File: config.mk
export PLATFORM = sky130hd
export DESIGN_NAME = multicycle_control
export DESIGN_NICKNAME = d
export VERILOG_FILES = /design/src/rtl/multicycle_control_pkg.sv /design/src/rtl/multicycle_control_opcode_class.sv /design/src/rtl/multicycle_control.sv
export SDC_FILE = /design/constraint.sdc
export NUM_CORES = 1
export LEC_CHECK = 0
export CORE_ASPECT_RATIO = 1.25
export CORE_MARGIN = 2
export CORE_UTILIZATION = 38
export DETAILED_ROUTE_END_ITERATION = 8
export PLACE_DENSITY = 0.78
export SLEW_MARGIN = 20
export SYNTH_ARGS = -nofsm -noshare
export SYNTH_HDL_FRONTEND = slang
export SYNTH_SLANG_ARGS = --single-unit
File: constraint.sdc
create_clock -name CLK -period 2.59 [get_ports CLK]
set_input_delay 0.6475 -clock CLK [delete_from_list [all_inputs] [get_ports CLK]]
set_output_delay 0.6475 -clock CLK [all_outputs]
set_load 0.1 [all_outputs]
File: src/rtl/multicycle_control_pkg.sv
// Shared definitions for the multi-cycle LEGv8 main control FSM.
// Holds the state encoding, ALUop and ALU operand mux encodings,
// the opcode constants and prefixes of each supported instruction class,
// and the bit positions of the one-hot opcode class vector.
package multicycle_control_pkg;

    typedef enum logic [3:0] {
        S_FETCH    = 4'd0,
        S_DECODE   = 4'd1,
        S_MEM_ADDR = 4'd2,
        S_MEM_RD   = 4'd3,
        S_MEM_WB   = 4'd4,
        S_MEM_WR   = 4'd5,
        S_R_EXEC   = 4'd6,
        S_R_WB     = 4'd7,
        S_CBZ_EXEC = 4'd8,
        S_B_EXEC   = 4'd9
    } state_t;

    // ALUop values consumed by the ALU control decoder
    localparam logic [1:0] ALUOP_ADD   = 2'b00;
    localparam logic [1:0] ALUOP_PASSB = 2'b01;
    localparam logic [1:0] ALUOP_RTYPE = 2'b10;

    // ALU operand A select
    localparam logic [1:0] SRCA_PC    = 2'b00;
    localparam logic [1:0] SRCA_REG   = 2'b01;
    localparam logic [1:0] SRCA_OLDPC = 2'b10;

    // ALU operand B select
    localparam logic [1:0] SRCB_REG    = 2'b00;
    localparam logic [1:0] SRCB_FOUR   = 2'b01;
    localparam logic [1:0] SRCB_DIMM   = 2'b10;
    localparam logic [1:0] SRCB_BRANCH = 2'b11;

    // Full 11-bit opcodes and the fixed prefixes of the branch classes
    localparam logic [10:0] OP_ADD  = 11'b10001011000;
    localparam logic [10:0] OP_SUB  = 11'b11001011000;
    localparam logic [10:0] OP_AND  = 11'b10001010000;
    localparam logic [10:0] OP_ORR  = 11'b10101010000;
    localparam logic [10:0] OP_LDUR = 11'b11111000010;
    localparam logic [10:0] OP_STUR = 11'b11111000000;
    localparam logic [7:0]  CBZ_PREFIX = 8'b10110100;
    localparam logic [5:0]  B_PREFIX   = 6'b000101;

    // Bit positions inside the one-hot class vector
    localparam int CLS_W   = 6;
    localparam int CLS_R   = 5;
    localparam int CLS_LD  = 4;
    localparam int CLS_ST  = 3;
    localparam int CLS_CBZ = 2;
    localparam int CLS_B   = 1;
    localparam int CLS_ILL = 0;

endpackage

File: src/rtl/multicycle_control_opcode_class.sv
// Combinational opcode classifier for the LEGv8 multi-cycle core.
// Ports:
//   opcode   in  11  instruction bits [31:21]
//   op_class out 6   one-hot {R, LD, ST, CBZ, B, ILL}
module opcode_class
    import multicycle_control_pkg::*;
(
    input  logic [10:0]      opcode,
    output logic [CLS_W-1:0] op_class
);

    // Exactly one class bit is set; anything unrecognised is illegal.
    always_comb begin
        op_class = '0;
        if (opcode == OP_ADD || opcode == OP_SUB ||
            opcode == OP_AND || opcode == OP_ORR) begin
            op_class[CLS_R] = 1'b1;
        end else if (opcode == OP_LDUR) begin
            op_class[CLS_LD] = 1'b1;
        end else if (opcode == OP_STUR) begin
            op_class[CLS_ST] = 1'b1;
        end else if (opcode[10:3] == CBZ_PREFIX) begin
            op_class[CLS_CBZ] = 1'b1;
        end else if (opcode[10:5] == B_PREFIX) begin
            op_class[CLS_B] = 1'b1;
        end else begin
            op_class[CLS_ILL] = 1'b1;
        end
    end

endmodule

File: src/rtl/multicycle_control.sv
// Main control FSM of the multi-cycle LEGv8 core.
// Sequences the shared ALU, memory, register file and PC for ADD/SUB/AND/ORR,
// LDUR, STUR, CBZ and B; memory states wait on the MemReady handshake.
// Ports:
//   CLK, Reset (sync, active-high)   clock and reset
//   Opcode[10:0], Zero, MemReady     IR opcode field, ALU zero flag, memory done
//   ALUop, ALUSrcA, ALUSrcB          ALU control and operand selects (2 bits)
//   PCSource, PCWrite, PCWriteCond, IorD, MemRead, MemWrite, IRWrite,
//   RegWrite, MemtoReg, Reg2Loc      datapath enables and selects
//   InstrDone, Illegal               last-cycle pulse, illegal-opcode pulse
module multicycle_control
    import multicycle_control_pkg::*;
(
    input  logic        CLK,
    input  logic        Reset,
    input  logic [10:0] Opcode,
    input  logic        Zero,
    input  logic        MemReady,
    output logic [1:0]  ALUop,
    output logic [1:0]  ALUSrcA,
    output logic [1:0]  ALUSrcB,
    output logic        PCSource,
    output logic        PCWrite,
    output logic        PCWriteCond,
    output logic        IorD,
    output logic        MemRead,
    output logic        MemWrite,
    output logic        IRWrite,
    output logic        RegWrite,
    output logic        MemtoReg,
    output logic        Reg2Loc,
    output logic        InstrDone,
    output logic        Illegal
);

    state_t           state;
    state_t           next_state;
    logic [CLS_W-1:0] op_class;

    // The conditional branch combines PCWriteCond with Zero in the datapath,
    // so the flag is deliberately not consumed here.
    logic unused_zero;
    assign unused_zero = Zero;

    opcode_class u_opcode_class (
        .opcode   (Opcode),
        .op_class (op_class)
    );

    // State register; Reset returns to FETCH from any state, even mid-stall.
    always_ff @(posedge CLK) begin
        if (Reset) begin
            state <= S_FETCH;
        end else begin
            state <= next_state;
        end
    end

    // Next-state and output decode. Outputs are forced low while Reset is
    // high so no fetch or write is attempted during reset. Memory states
    // only advance, and only pulse IRWrite/PCWrite/InstrDone, on MemReady.
    always_comb begin
        next_state  = state;
        ALUop       = ALUOP_ADD;
        ALUSrcA     = SRCA_PC;
        ALUSrcB     = SRCB_REG;
        PCSource    = 1'b0;
        PCWrite     = 1'b0;
        PCWriteCond = 1'b0;
        IorD        = 1'b0;
        MemRead     = 1'b0;
        MemWrite    = 1'b0;
        IRWrite     = 1'b0;
        RegWrite    = 1'b0;
        MemtoReg    = 1'b0;
        Reg2Loc     = 1'b0;
        InstrDone   = 1'b0;
        Illegal     = 1'b0;
        if (!Reset) begin
            case (state)
                S_FETCH: begin
                    MemRead = 1'b1;
                    ALUSrcB = SRCB_FOUR;
                    IRWrite = MemReady;
                    PCWrite = MemReady;
                    if (MemReady) next_state = S_DECODE;
                end
                S_DECODE: begin
                    ALUSrcA = SRCA_OLDPC;
                    ALUSrcB = SRCB_BRANCH;
                    if (op_class[CLS_R])                       next_state = S_R_EXEC;
                    else if (op_class[CLS_LD] || op_class[CLS_ST]) next_state = S_MEM_ADDR;
                    else if (op_class[CLS_CBZ])                next_state = S_CBZ_EXEC;
                    else if (op_class[CLS_B])                  next_state = S_B_EXEC;
                    else begin
                        Illegal    = 1'b1;
                        next_state = S_FETCH;
                    end
                end
                S_MEM_ADDR: begin
                    ALUSrcA = SRCA_REG;
                    ALUSrcB = SRCB_DIMM;
                    Reg2Loc = op_class[CLS_ST];
                    if (op_class[CLS_LD])      next_state = S_MEM_RD;
                    else if (op_class[CLS_ST]) next_state = S_MEM_WR;
                    else                       next_state = S_FETCH;
                end
                S_MEM_RD: begin
                    MemRead = 1'b1;
                    IorD    = 1'b1;
                    if (MemReady) next_state = S_MEM_WB;
                end
                S_MEM_WB: begin
                    RegWrite   = 1'b1;
                    MemtoReg   = 1'b1;
                    InstrDone  = 1'b1;
                    next_state = S_FETCH;
                end
                S_MEM_WR: begin
                    MemWrite  = 1'b1;
                    IorD      = 1'b1;
                    Reg2Loc   = 1'b1;
                    InstrDone = MemReady;
                    if (MemReady) next_state = S_FETCH;
                end
                S_R_EXEC: begin
                    ALUSrcA    = SRCA_REG;
                    ALUSrcB    = SRCB_REG;
                    ALUop      = ALUOP_RTYPE;
                    next_state = S_R_WB;
                end
                S_R_WB: begin
                    RegWrite   = 1'b1;
                    InstrDone  = 1'b1;
                    next_state = S_FETCH;
                end
                S_CBZ_EXEC: begin
                    ALUSrcA     = SRCA_REG;
                    ALUSrcB     = SRCB_REG;
                    Reg2Loc     = 1'b1;
                    ALUop       = ALUOP_PASSB;
                    PCWriteCond = 1'b1;
                    PCSource    = 1'b1;
                    InstrDone   = 1'b1;
                    next_state  = S_FETCH;
                end
                S_B_EXEC: begin
                    PCWrite    = 1'b1;
                    PCSource   = 1'b1;
                    InstrDone  = 1'b1;
                    next_state = S_FETCH;
                end
                default: next_state = S_FETCH;
            endcase
        end
    end

endmodule

==> impl_metrics.ini <==
[run_status]
status = completed

[timing]
fin_crit_sh_pct = 99.13
layout_min_cycle_time_ns = 2.567
fmax_mhz = 389.5
finClkSkew_ns = 0.002877
timing_hold_violations_final = 0
timing_worst_slew_pin_value_ns = 0.5528
setup-violations-final = 0
rsz0062_at_grt = yes
maxSlewViolCount = 0
relSlewSlack_pct = 63.09
setup_tns_ns = 0

[cts]
numCtsBuffers = 3
htree_levels = 1
numClockSinks = 4
cts.clk_slew.worst_paths_ns = 0.04
clkLatencyLatePin_ns = 0.24
postCtsHoldBufs = 0
clk_path_buf_depth = 2
tritoncts = done
root_buffer = clkbuf_4

[grt]
grt_pass1_vias = 929
grt_remaining_overflow = 0
gr-usage-met2_pct = 53.17
track_usage_pct = 30.42
met3_usage_pct = 4.955
grtUsageMet1_pct = 32.59
grt_max_degree = 19
antenna_found_initial = 0
grt_pass1_wl_mm = 4.305
top_usage_layer = met2

[synthesis]
synthMuxAreaShare_pct = 3.373
synthCells = 90
synth-seq-cells = 4
synth_simple_gate_area_share_pct = 53.37
synth_compound_area_share_pct = 19.44
synthesis.area_um2 = 630.6
synthAdderAreaFrac_pct = 0
synth_top_family_by_area = simple AND/OR/NAND/NOR gates
netlist.area_leader.share_pct = 12.70
ys_top_cells_by_area = dfxtp_1 (13%), nand2_1 (5.4%), nor2_1 (5.4%)
ys_seq_area_share_pct = 12.70
synth_top_area_cell = dfxtp_1
synth-xor-area-share_pct = 4.167
synth_fp_nets = 105
synth.distinct_cells = 38
syn_area_per_cell_um2 = 7.007
ys_warn_count = 0

[final_layout]
top_register = state
layout-drive-gt1-share_pct = 54.35
layoutNonFillerInstCount = 156
num-fill-cells = 62
top_regs = state (4)
multi_input_area_um2 = 673.1
ff_latch_area_um2 = 81.33
n_antenna_cell = 0
areaGrowthSynthToFinish_pct = 128.2
final_common_cell = buf_4
largest_reg_flops = 4
final_nets = 155
layout_common_cells = buf_4 (21), buf_12 (18), nor2_1 (8)

[pwr]
power.share.combinational_pct = 52.8
power_frac_seq_pct = 21.9
switchingPower_mw = 0.1265
p_sw_share_pct = 40.58
intPower_mw = 0.1852
p_clk_share_pct = 25.3
power_leakage_nw = 0.5454
ir_drop_v = 0.0003204
p_total_mw = 0.3117
powerDensity_nw_per_um2 = 216.6

[die]
num_rows = 16
core_um2 = 1562
dieArea_um2 = 2003
start_util_pct = 40.38
ioPinCount = 33
die_h_um = 49.55
die_x_um = 40.44

[routing]
drt_iter0_drc = 22
vias_per_cell = 6.128
antenna_left = 0
drtPass1Iterations = 5
wl_per_cell_um = 17.08
drc_errors = 0
vias = 956
wl_mm = 2.665

[critical_path]
cpPeakStageDelay_ns = 0.49
rr_worst_depth = 5
arrival_ns = 1.92
start_kind = primary input
rr_endpoint = state[2]$_SDFFE_PP0P_
timing.rr.start = state[0]$_SDFFE_PP0P_
critical_path.max_fanout = 3
cp_slowest_cell = clkdlybuf4s50_1
cp.required_ns = 1.94
r2r_slack_ns = 0.56
worstPathCellList = clkdlybuf4s50_1 > nand2b_4 > nand3b_1 > a21oi_1 > o21ba_2 > buf_12
critPathKind = in2out
critPathCaptureType = primary output

[place]
dp.cells = 148
globalplace.congestion = 0.8669
io_buffers = 31
hpwl_mm = 1.782

[hold_path]
hp-class = reg2reg
whs_path_depth = 2
whs_endpoint = state[1]$_SDFFE_PP0P_
min-delay-start = state[2]$_SDFFE_PP0P_

[flow_run]
cap_violations = 0
==> per-layer routing <==
metal / share of wire [%] / vias up
met4: 2.2 / 0
met3: 6.3 / 14
met1: 35 / 441
met2: 56 / 71
li1: - / 430
met5: 0 / -
==> repair_timing <==
item                                    4_1_cts  5_1_grt
cloned                                        0        0
endpoints found under the setup margin        8        3
gates resized for setup                      34        5
endpoints found under the hold margin         0        0
pin swaps                                    11        6
buffers inserted                              5        1
==> how the worst max path moves through the flow <==
stage | start | to | depth (start not counted)
2_1_floorplan | Reset | Illegal | 3
3_3_place_gp | Opcode[3] | Illegal | 7
3_5_place_dp | Opcode[3] | Illegal | 7
4_1_cts | Opcode[2] | Reg2Loc | 6
5_1_grt | MemReady | InstrDone | 6
6_report | MemReady | InstrDone | 6
==> kinds of logic after synthesis <==
kind of cell / after synthesis
buf+inv: 10
xor+xnor: 3
simple gates: 53
mux: 2
flops: 4
compound gates: 18
==> metrics by stage <==
step / worst slack (ns) / area [um2] / hold slack [ns] / utilization [%]
global route: -0.04333 / 1439 / 0.8721 / 92.15
CTS: -0.1580 / 1441 / 0.7999 / 92.31
detailed placement: -0.4448 / 1359 / 0.7877 / 87.02
finish: 0.02255 / 1439 / 0.8189 / 92.15
global placement: -0.3881 / 1359 / 0.7523 / 87.02
floorplan: -0.9473 / 780.7 / 0.6131 / -
==> cell usage after synthesis, drive strengths merged <==
library cell and n:
a211oi 2, a21o 1, a21oi 3, a31oi 1, a41oi 1, and2 1
and3 3, and3b 2, buf 3, clkbuf 5, dfxtp 4, inv 2
mux2 1, mux2i 1, nand2 9, nand2b 5, nand3 3, nand3b 2
nand4bb 2, nor2 9, nor3 4, nor4 5, nor4b 3, nor4bb 1
o211ai 3, o21ai 5, o21ba 1, o2bb2ai 1, or2 2, or3b 1
or4b 1, xnor2 2, xor2 1
==> power groups by stage <==
stage,logic [mW],clock network (mW),registers [mW]
2_1_floorplan,0.0923,0,0.0645
4_1_cts,0.160,0.0786,0.0671
3_3_place_gp,0.154,0,0.0679
6_report,0.165,0.0788,0.0682
5_1_grt,0.171,0.0813,0.0684
3_5_place_dp,0.157,0,0.0680
==> critical path: cells and delay by family <==
family	cells	cell delay (ns)
buffers and inverters	2	0.66
AOI/OAI and AO/OA	2	0.38
and+or+nand+nor	2	0.23
==> final cells by class <==
cell class / instances / area share, %
clock buffers: 3 / 1.565
inverters: 2 / 0.7826
multi-input cells: 76 / 46.78
flip-flops and latches: 4 / 5.652
well taps: 18 / 1.565
repair buffers: 53 / 43.65
(Power assumes the default switching activity.)
